$ cat config.mk
export PLATFORM = sky130hd
export DESIGN_NAME = oled_spi_tx
export DESIGN_NICKNAME = d
export VERILOG_FILES = /design/src/rtl/oled_spi_tx.sv
export SDC_FILE = /design/constraint.sdc
export NUM_CORES = 1
export LEC_CHECK = 0
export BUFFER_PORTS_ARGS = -buffer_cell sky130_fd_sc_hd__buf_2
export CAP_MARGIN = 20
export CORE_MARGIN = 4
export CORE_UTILIZATION = 35
export CTS_CLUSTER_DIAMETER = 40
export DETAILED_ROUTE_END_ITERATION = 12
export GPL_TIMING_DRIVEN = 0
export SYNTH_ARGS = -nofsm -noshare
export SYNTH_HDL_FRONTEND = slang
export SYNTH_SLANG_ARGS = --single-unit
$ cat constraint.sdc
create_clock -name clk -period 2.4 [get_ports clk]
set_input_delay 0.72 -clock clk [delete_from_list [all_inputs] [get_ports clk]]
set_output_delay 0.72 -clock clk [all_outputs]
set_load 0.01 [all_outputs]
$ cat src/rtl/oled_spi_tx.sv
// Byte-level SPI transmitter for the SSD1306-style OLED panel.
// Bytes tagged with a D/C flag are queued in a small FIFO. Each byte is
// shifted out MSB-first in SPI mode 3 (SCLK idles high, the panel samples on
// the rising edge). DC is held stable for the whole byte.
module oled_spi_tx #(
  parameter int CLK_DIV    = 4,
  parameter int FIFO_DEPTH = 4,
  parameter int CW         = 3
) (
  input  logic          clk,
  input  logic          rst,
  input  logic          tx_valid,
  input  logic [7:0]    tx_data,
  input  logic          tx_dc,
  output logic          tx_ready,
  output logic          busy,
  output logic          byte_done,
  output logic [CW-1:0] fifo_count,
  output logic          SDIN,
  output logic          SCLK,
  output logic          DC
);

  localparam int AW = $clog2(FIFO_DEPTH);

  typedef enum logic [1:0] {
    IDLE,
    LOAD,
    LOW,
    HIGH
  } state_t;

  // FIFO storage and bookkeeping; each entry is {dc, data}
  logic [8:0]    mem_q [FIFO_DEPTH];
  logic [AW-1:0] wrPtr_q, rdPtr_q;
  logic [CW-1:0] count_q;
  logic          push, pop;
  logic [8:0]    fifoHead;

  // Shifter state and registered serial outputs
  state_t        state_q, state_d;
  logic [7:0]    divCnt_q, divCnt_d;
  logic [2:0]    bitCnt_q, bitCnt_d;
  logic [7:0]    shreg_q, shreg_d;
  logic          sclk_q, sclk_d;
  logic          sdin_q, sdin_d;
  logic          dc_q, dc_d;
  logic          byteDone_q, byteDone_d;
  logic          divEnd;

  // The ready flag deliberately ignores a same-cycle pop, so a full FIFO never accepts
  assign tx_ready   = rst & (count_q != CW'(FIFO_DEPTH));
  assign push       = tx_valid & tx_ready;
  assign fifoHead   = mem_q[rdPtr_q];
  assign busy       = rst & ((count_q != '0) | (state_q != IDLE));
  assign fifo_count = count_q;
  assign SDIN       = sdin_q;
  assign SCLK       = sclk_q;
  assign DC         = dc_q;
  assign byte_done  = byteDone_q;
  assign divEnd     = (divCnt_q == 8'(CLK_DIV - 1));

  // Write port of the FIFO memory; contents need no reset since pointers define validity
  always_ff @(posedge clk) begin
    if (push) begin
      mem_q[wrPtr_q] <= {tx_dc, tx_data};
    end
  end

  // FIFO pointers and occupancy; simultaneous push and pop leave the count unchanged
  always_ff @(posedge clk) begin
    if (!rst) begin
      wrPtr_q <= '0;
      rdPtr_q <= '0;
      count_q <= '0;
    end else begin
      if (push) begin
        wrPtr_q <= wrPtr_q + AW'(1);
      end
      if (pop) begin
        rdPtr_q <= rdPtr_q + AW'(1);
      end
      case ({push, pop})
        2'b10:   count_q <= count_q + CW'(1);
        2'b01:   count_q <= count_q - CW'(1);
        default: count_q <= count_q;
      endcase
    end
  end

  // Shifter state register together with the registered serial outputs
  always_ff @(posedge clk) begin
    if (!rst) begin
      state_q    <= IDLE;
      divCnt_q   <= '0;
      bitCnt_q   <= '0;
      shreg_q    <= '0;
      sclk_q     <= 1'b1;
      sdin_q     <= 1'b0;
      dc_q       <= 1'b0;
      byteDone_q <= 1'b0;
    end else begin
      state_q    <= state_d;
      divCnt_q   <= divCnt_d;
      bitCnt_q   <= bitCnt_d;
      shreg_q    <= shreg_d;
      sclk_q     <= sclk_d;
      sdin_q     <= sdin_d;
      dc_q       <= dc_d;
      byteDone_q <= byteDone_d;
    end
  end

  // Next-state logic: DC only moves in IDLE (SCLK high), SDIN only moves as SCLK falls
  always_comb begin
    state_d    = state_q;
    divCnt_d   = divCnt_q;
    bitCnt_d   = bitCnt_q;
    shreg_d    = shreg_q;
    sclk_d     = sclk_q;
    sdin_d     = sdin_q;
    dc_d       = dc_q;
    byteDone_d = 1'b0;
    pop        = 1'b0;

    case (state_q)
      IDLE: begin
        sclk_d = 1'b1;
        if (count_q != '0) begin
          pop      = 1'b1;
          shreg_d  = fifoHead[7:0];
          dc_d     = fifoHead[8];
          bitCnt_d = 3'd7;
          divCnt_d = '0;
          state_d  = LOAD;
        end
      end

      LOAD: begin
        if (divEnd) begin
          divCnt_d = '0;
          sclk_d   = 1'b0;
          sdin_d   = shreg_q[7];
          state_d  = LOW;
        end else begin
          divCnt_d = divCnt_q + 8'd1;
        end
      end

      LOW: begin
        if (divEnd) begin
          divCnt_d = '0;
          sclk_d   = 1'b1;
          state_d  = HIGH;
        end else begin
          divCnt_d = divCnt_q + 8'd1;
        end
      end

      HIGH: begin
        if (divEnd) begin
          divCnt_d = '0;
          if (bitCnt_q == 3'd0) begin
            byteDone_d = 1'b1;
            state_d    = IDLE;
          end else begin
            shreg_d  = {shreg_q[6:0], 1'b0};
            bitCnt_d = bitCnt_q - 3'd1;
            sclk_d   = 1'b0;
            sdin_d   = shreg_q[6];
            state_d  = LOW;
          end
        end else begin
          divCnt_d = divCnt_q + 8'd1;
        end
      end

      default: begin
        state_d = IDLE;
      end
    endcase
  end

endmodule
### After elaboration in Yosys (flattened, before gate mapping)

Memories as Yosys holds them, arrays and structs flattened. A register that Yosys moved wholly into a read port is not among the register bits.
Index checks and enable logic that the tools add are counted.

| storage, ports and cells | value |
|---|---|
| register bits | 32 |
| RAM bits | 36 |
| output and inout port bits | 9 |
| memories kept | 1 |
| bits in read-only memories | 0 |
| input bits | 12 |
| latch bits | 0 |
| word-level logic and storage cells | 82 |

| cells by class | value |
|---|---|
| $lt $le $gt $ge | 0 |
| add/subtract/negate cells | 6 |
| reductions and logical operators | 14 |
| mux-type cells | 34 |
| divide/modulo/power cells | 0 |
| bitwise logic cells | 4 |
| equality and inequality tests | 12 |
| shift operators | 0 |
| $mul | 0 |

Memory list:

| name | depth | width | rd ports | clocked after Yosys merged registers in | wr ports | line | RTL |
|---|---|---|---|---|---|---|---|
| mem_q | 4 | 9 | 1 | 1 | 1 | 34 | `logic [8:0] mem_q [FIFO_DEPTH];` |

Operators by type and width:

| operator | number |
|---|---|
| 2-to-1 mux 8 bit | 5 |
| case mux 8 bit (2 select lines) | 2 |
| AND reduction 4 bit | 4 |
| 2-to-1 mux 2 bit | 7 |
| 2-to-1 mux 1 bit | 12 |
| case mux 3 bit (2 select lines) | 2 |
| inequality test 2 bit, second input constant | 5 |
| 2-to-1 mux 3 bit | 3 |
| adder 8 x 1 -> 8 bit, second input constant | 1 |
| equality test 8 x 2 -> 1 bit, second input constant | 1 |
| case mux 2 bit (4 select lines) | 1 |
| nonzero test 2 bit | 4 |
| equality test 2 bit, second input constant | 3 |
| subtractor 3 x 1 -> 3 bit, second input constant | 2 |
| adder 2 x 1 -> 2 bit, second input constant | 2 |
| equality test 2 x 1 -> 1 bit, second input constant | 2 |
| case mux 1 bit (4 select lines) | 1 |
| adder 3 x 1 -> 3 bit, second input constant | 1 |
| AND 1 bit | 3 |
| zero test 3 bit | 1 |
| inequality test 3 bit, second input constant | 1 |
| AND reduction 3 bit | 1 |
| nonzero test 3 bit | 1 |
| OR reduction 3 bit | 1 |
| other kinds (4) | 4 |

### Logic depth before layout (Yosys ltp)

| logic depth | value |
|---|---|
| word-level depth | 5 |
| gate-level depth with buffers | 9 |
| mapped depth without buffers | 9 |

### Least setup slack after synthesis

Ideal clock, no wire load.

| timing | value |
|---|---|
| kind | input port to flip-flop |
| start point | input port rst |
| end point | register count_q[2], in the netlist fifo_count[2] |
| setup time | 76 ps |
| data arrival time | 2342 ps |
| buffers on the path | 1 |
| setup slack | -17 ps |
| stages on the path | 9 |
| required time | 2324 ps |
| cell sequence | clkbuf_1 -> o311a_1 -> inv_1 -> ha_1 -> inv_1 -> fa_1 -> xor2_1 -> or3_1 -> a21boi_0 |

| on the way | value |
|---|---|
| longest elaborated chain between the ends | 4 |
| elaborated cells on any way between the ends | 6 |
| classes of those cells | eq/ne: 2; mux: 1; bitwise: 2; reduce/logical: 1 |

RTL lines:

| item | line | RTL |
|---|---|---|
| from (decl) | 11 | `input logic rst,` |
| AND 1 bit | 52 | `assign tx_ready = rst & (count_q != CW'(FIFO_DEPTH));` |
| AND 1 bit | 53 | `assign push = tx_valid & tx_ready;` |
| equality test 2 x 1 -> 1 bit or equality test 2 bit (tied branches) | 83 | `case ({push, pop})` |
| case mux 3 bit (2 select lines) or nonzero test 2 bit (tied branches) | -- |  |
| to (signal assigned) | 84 | `2'b10: count_q <= count_q + CW'(1);` |
| to (signal assigned) | 85 | `2'b01: count_q <= count_q - CW'(1);` |
| to (signal assigned) | 86 | `default: count_q <= count_q;` |
| to (decl) | 36 | `logic [CW-1:0] count_q;` |

Parallel ways exist; a longest one is shown, timed or not.
A chain may end at the register's enable or synchronous reset.

### Worst setup path in the final report

| timing | value |
|---|---|
| start point | input port rst |
| end point | output port tx_ready |

| on the way | value |
|---|---|
| longest elaborated chain between the ends | 1 |

RTL lines:

| item | line | RTL |
|---|---|---|
| AND 1 bit | 52 |  |
| to (decl) | 15 | `output logic tx_ready,` |

Every way passes these cells.

==> out/qor.yml <==
synth_area_sq_um: 3080
worstSetupStartpointType: "input pin"
final_util: 0.423
fin_ws_ns: 0.131
wl_met3_um: 196
fmax_mhz: 441
layout_common_cells: "edfxtp_1, dfxtp_1, buf_2, nand3_1, and2_1"
route.detailed.drc: 0
wl_met1_mm: 2.61
pin_count: 21
cts_tree: "yes"
period_share: 0.945
drv_cap: 0
setup_viol: 0
rows: 33
stdcell_count: 379
gp_congestion: 0.679
avgRoutedWirePerCell_um: 14.5
cts_buffers: 9
grtUsageTotal: 0.117
placedCellCount: 360
antenna_found_initial: 0
cts.sinks: 70
grt_pass1_vias: 1827
period_needed_ns: 2.27
hold_violations: 0
diodes: 0
io_buffers: 19
cts-hold-fix-buffers: 0
worst_slew_pin_slew_ns: 0.568
clk_path_buf_depth: 2
viasPerCell: 5.01
crit_arrival_ns: 1.55
clock_latency_ns: 0.35
hold_class: "register to register"
crit_path_max_fanout: 10
final_common_cell: "edfxtp_1"
synth_cells: 236
ys_ff_latch: 70
power_density_nw_per_um2: 1020
seqPwrFrac: 0.428
highest_layer: "met4"
end_kind: "output port"
critPathKind: "input pin to output port"
grt_max_degree: 14
power_leakage_nw: 1.39
hpwl_mm: 3.69
synth_ff_type: "edfxtp_1"
p_sw_mw: 1.13
drtPass1Iterations: 4
wirelength_mm: 5.48
synth_edf_count: 36
p_clk_frac: 0.264
dr_wl_met2_mm: 2.57
core-area_sq_um: 8380
crit_required_ns: 1.68
cts_max_level: 3
pwr-share-comb: 0.308
finalMaxSlewViolations: 0
dieHeight_um: 102
status: "complete, no violations"
drive_gt1_frac: 0.241
p_sw_frac: 0.313
postSynth.asyncResetShare: 0
vias: 1898
root_buffer: "clkbuf_8"
pre_cts_slack_ns: -0.266
clk_pin_slew_ns: 0.07
grt_pass1_wl_mm: 9.09
first_iter_violations: 62
nets: 290
p_int_mw: 2.49
syn_nets: 257
synth-warning-count: 0
gr-total-overflow: 0
slew_headroom: 0.621
ir_worst_vdd_uv: 573
r2r_setup_slack_ns: 0.17
antenna_left: 0
finClkSkew_ns: 0.0118
die_area_sq_um: 10400
fin_setup_tns_ns: 0
syn_to_final_growth_pct: 15.2
dieWidth_um: 102
holdWs_ns: 0.463
floorplan.initialDensity: 0.367
ys_types: 46
seq_area_frac_synth: 0.573
syn_area_per_cell_sq_um: 13.0
[cells by family after synthesis]
kind of cell / Yosys count / synth area share
buf+inv: 20 / 0.0285
mux: 19 / 0.0985
compound gates: 40 / 0.104
xor+xnor: 7 / 0.0199
simple gates: 71 / 0.138
fa+ha+maj: 9 / 0.0391
flops: 70 / 0.573
[synth_stat cells, types with 5 or more instances]
library cell	count	area share
and2_1	12	0.024
dfxtp_1	34	0.22
a21oi_1	5	0.0081
nand3_1	18	0.029
o211a_1	9	0.029
nand2_1	10	0.012
ha_1	8	0.033
edfxtp_1	36	0.35
o21ai_0	7	0.011
mux2i_1	10	0.033
mux4_2	9	0.066
inv_1	10	0.012
clkbuf_1	5	0.0061
and3_1	5	0.010
nor2b_1	6	0.012
xnor2_1	5	0.014
[power groups by stage]
stage               clock [mW]  sequential [mW]  combinational, mW
detailed placement           0             1.58               1.06
CTS                      0.987             1.55               1.09
floorplan                    0             1.57              0.815
global route              1.04             1.58               1.25
finish                   0.956             1.55               1.12
global placement             0             1.57               1.05
[cell type report]
class	count	area (sq um)
buffer	10	53.8
fill	785	4840
clock inverter	5	60.1
clock buffer	11	141
multi-input combinational	146	1240
timing repair buffer	22	118
inverter	10	37.5
tap	105	131
sequential	70	1760
[routing by layer]
| layer | track usage | vias to the layer above |
|---|---|---|
| met4 | 0.0583 | 0 |
| met3 | 0.0434 | 11 |
| met1 | 0.144 | 917 |
| li1 | - | 947 |
| met2 | 0.181 | 23 |
| met5 | 0 | - |
[repair_timing]
action / 4_1_cts / 5_1_grt
pin swaps: 1 / 1
resized for setup: 3 / 3
setup endpoints to repair: 2 / 1
buffers inserted: 1 / 2
[flip-flops by register name, indices dropped and copies added (netlist names), named ones only]
name and cells:
DC 1, SCLK 1, SDIN 1, bitCnt_q 3
byte_done 1, divCnt_q 8, fifo_count 3, mem_q 36
rdPtr_q 2, shreg_q 8, state_q 2, wrPtr_q 2
[through the flow]
| step | instance area (sq um) | power, mW |
|---|---|---|
| finish | 3540 | 3.62 |
| global route | 3540 | 3.86 |
| CTS | 3510 | 3.63 |
| detailed placement | 3300 | 2.64 |
| global placement | 3300 | 2.62 |
| floorplan | 3080 | 2.38 |
[worst max-delay path, cell delays in order]
cell	delay (ns)
clkbuf_2	0.23
clkbuf_2	0.30
o31a_1	0.17
buf_2	0.12
[worst paths after layout]
kind	from	endpoint	cells past startpoint
worst max-delay path	rst	tx_ready	4
worst min-delay path	shreg_q[0]	shreg_q[0]	2
worst min register to register	shreg_q[0]	shreg_q[0]	2
worst max register to register	fifo_count[1]	fifo_count[2]	8
No activity file was read; power rests on OpenSTA's default activity.
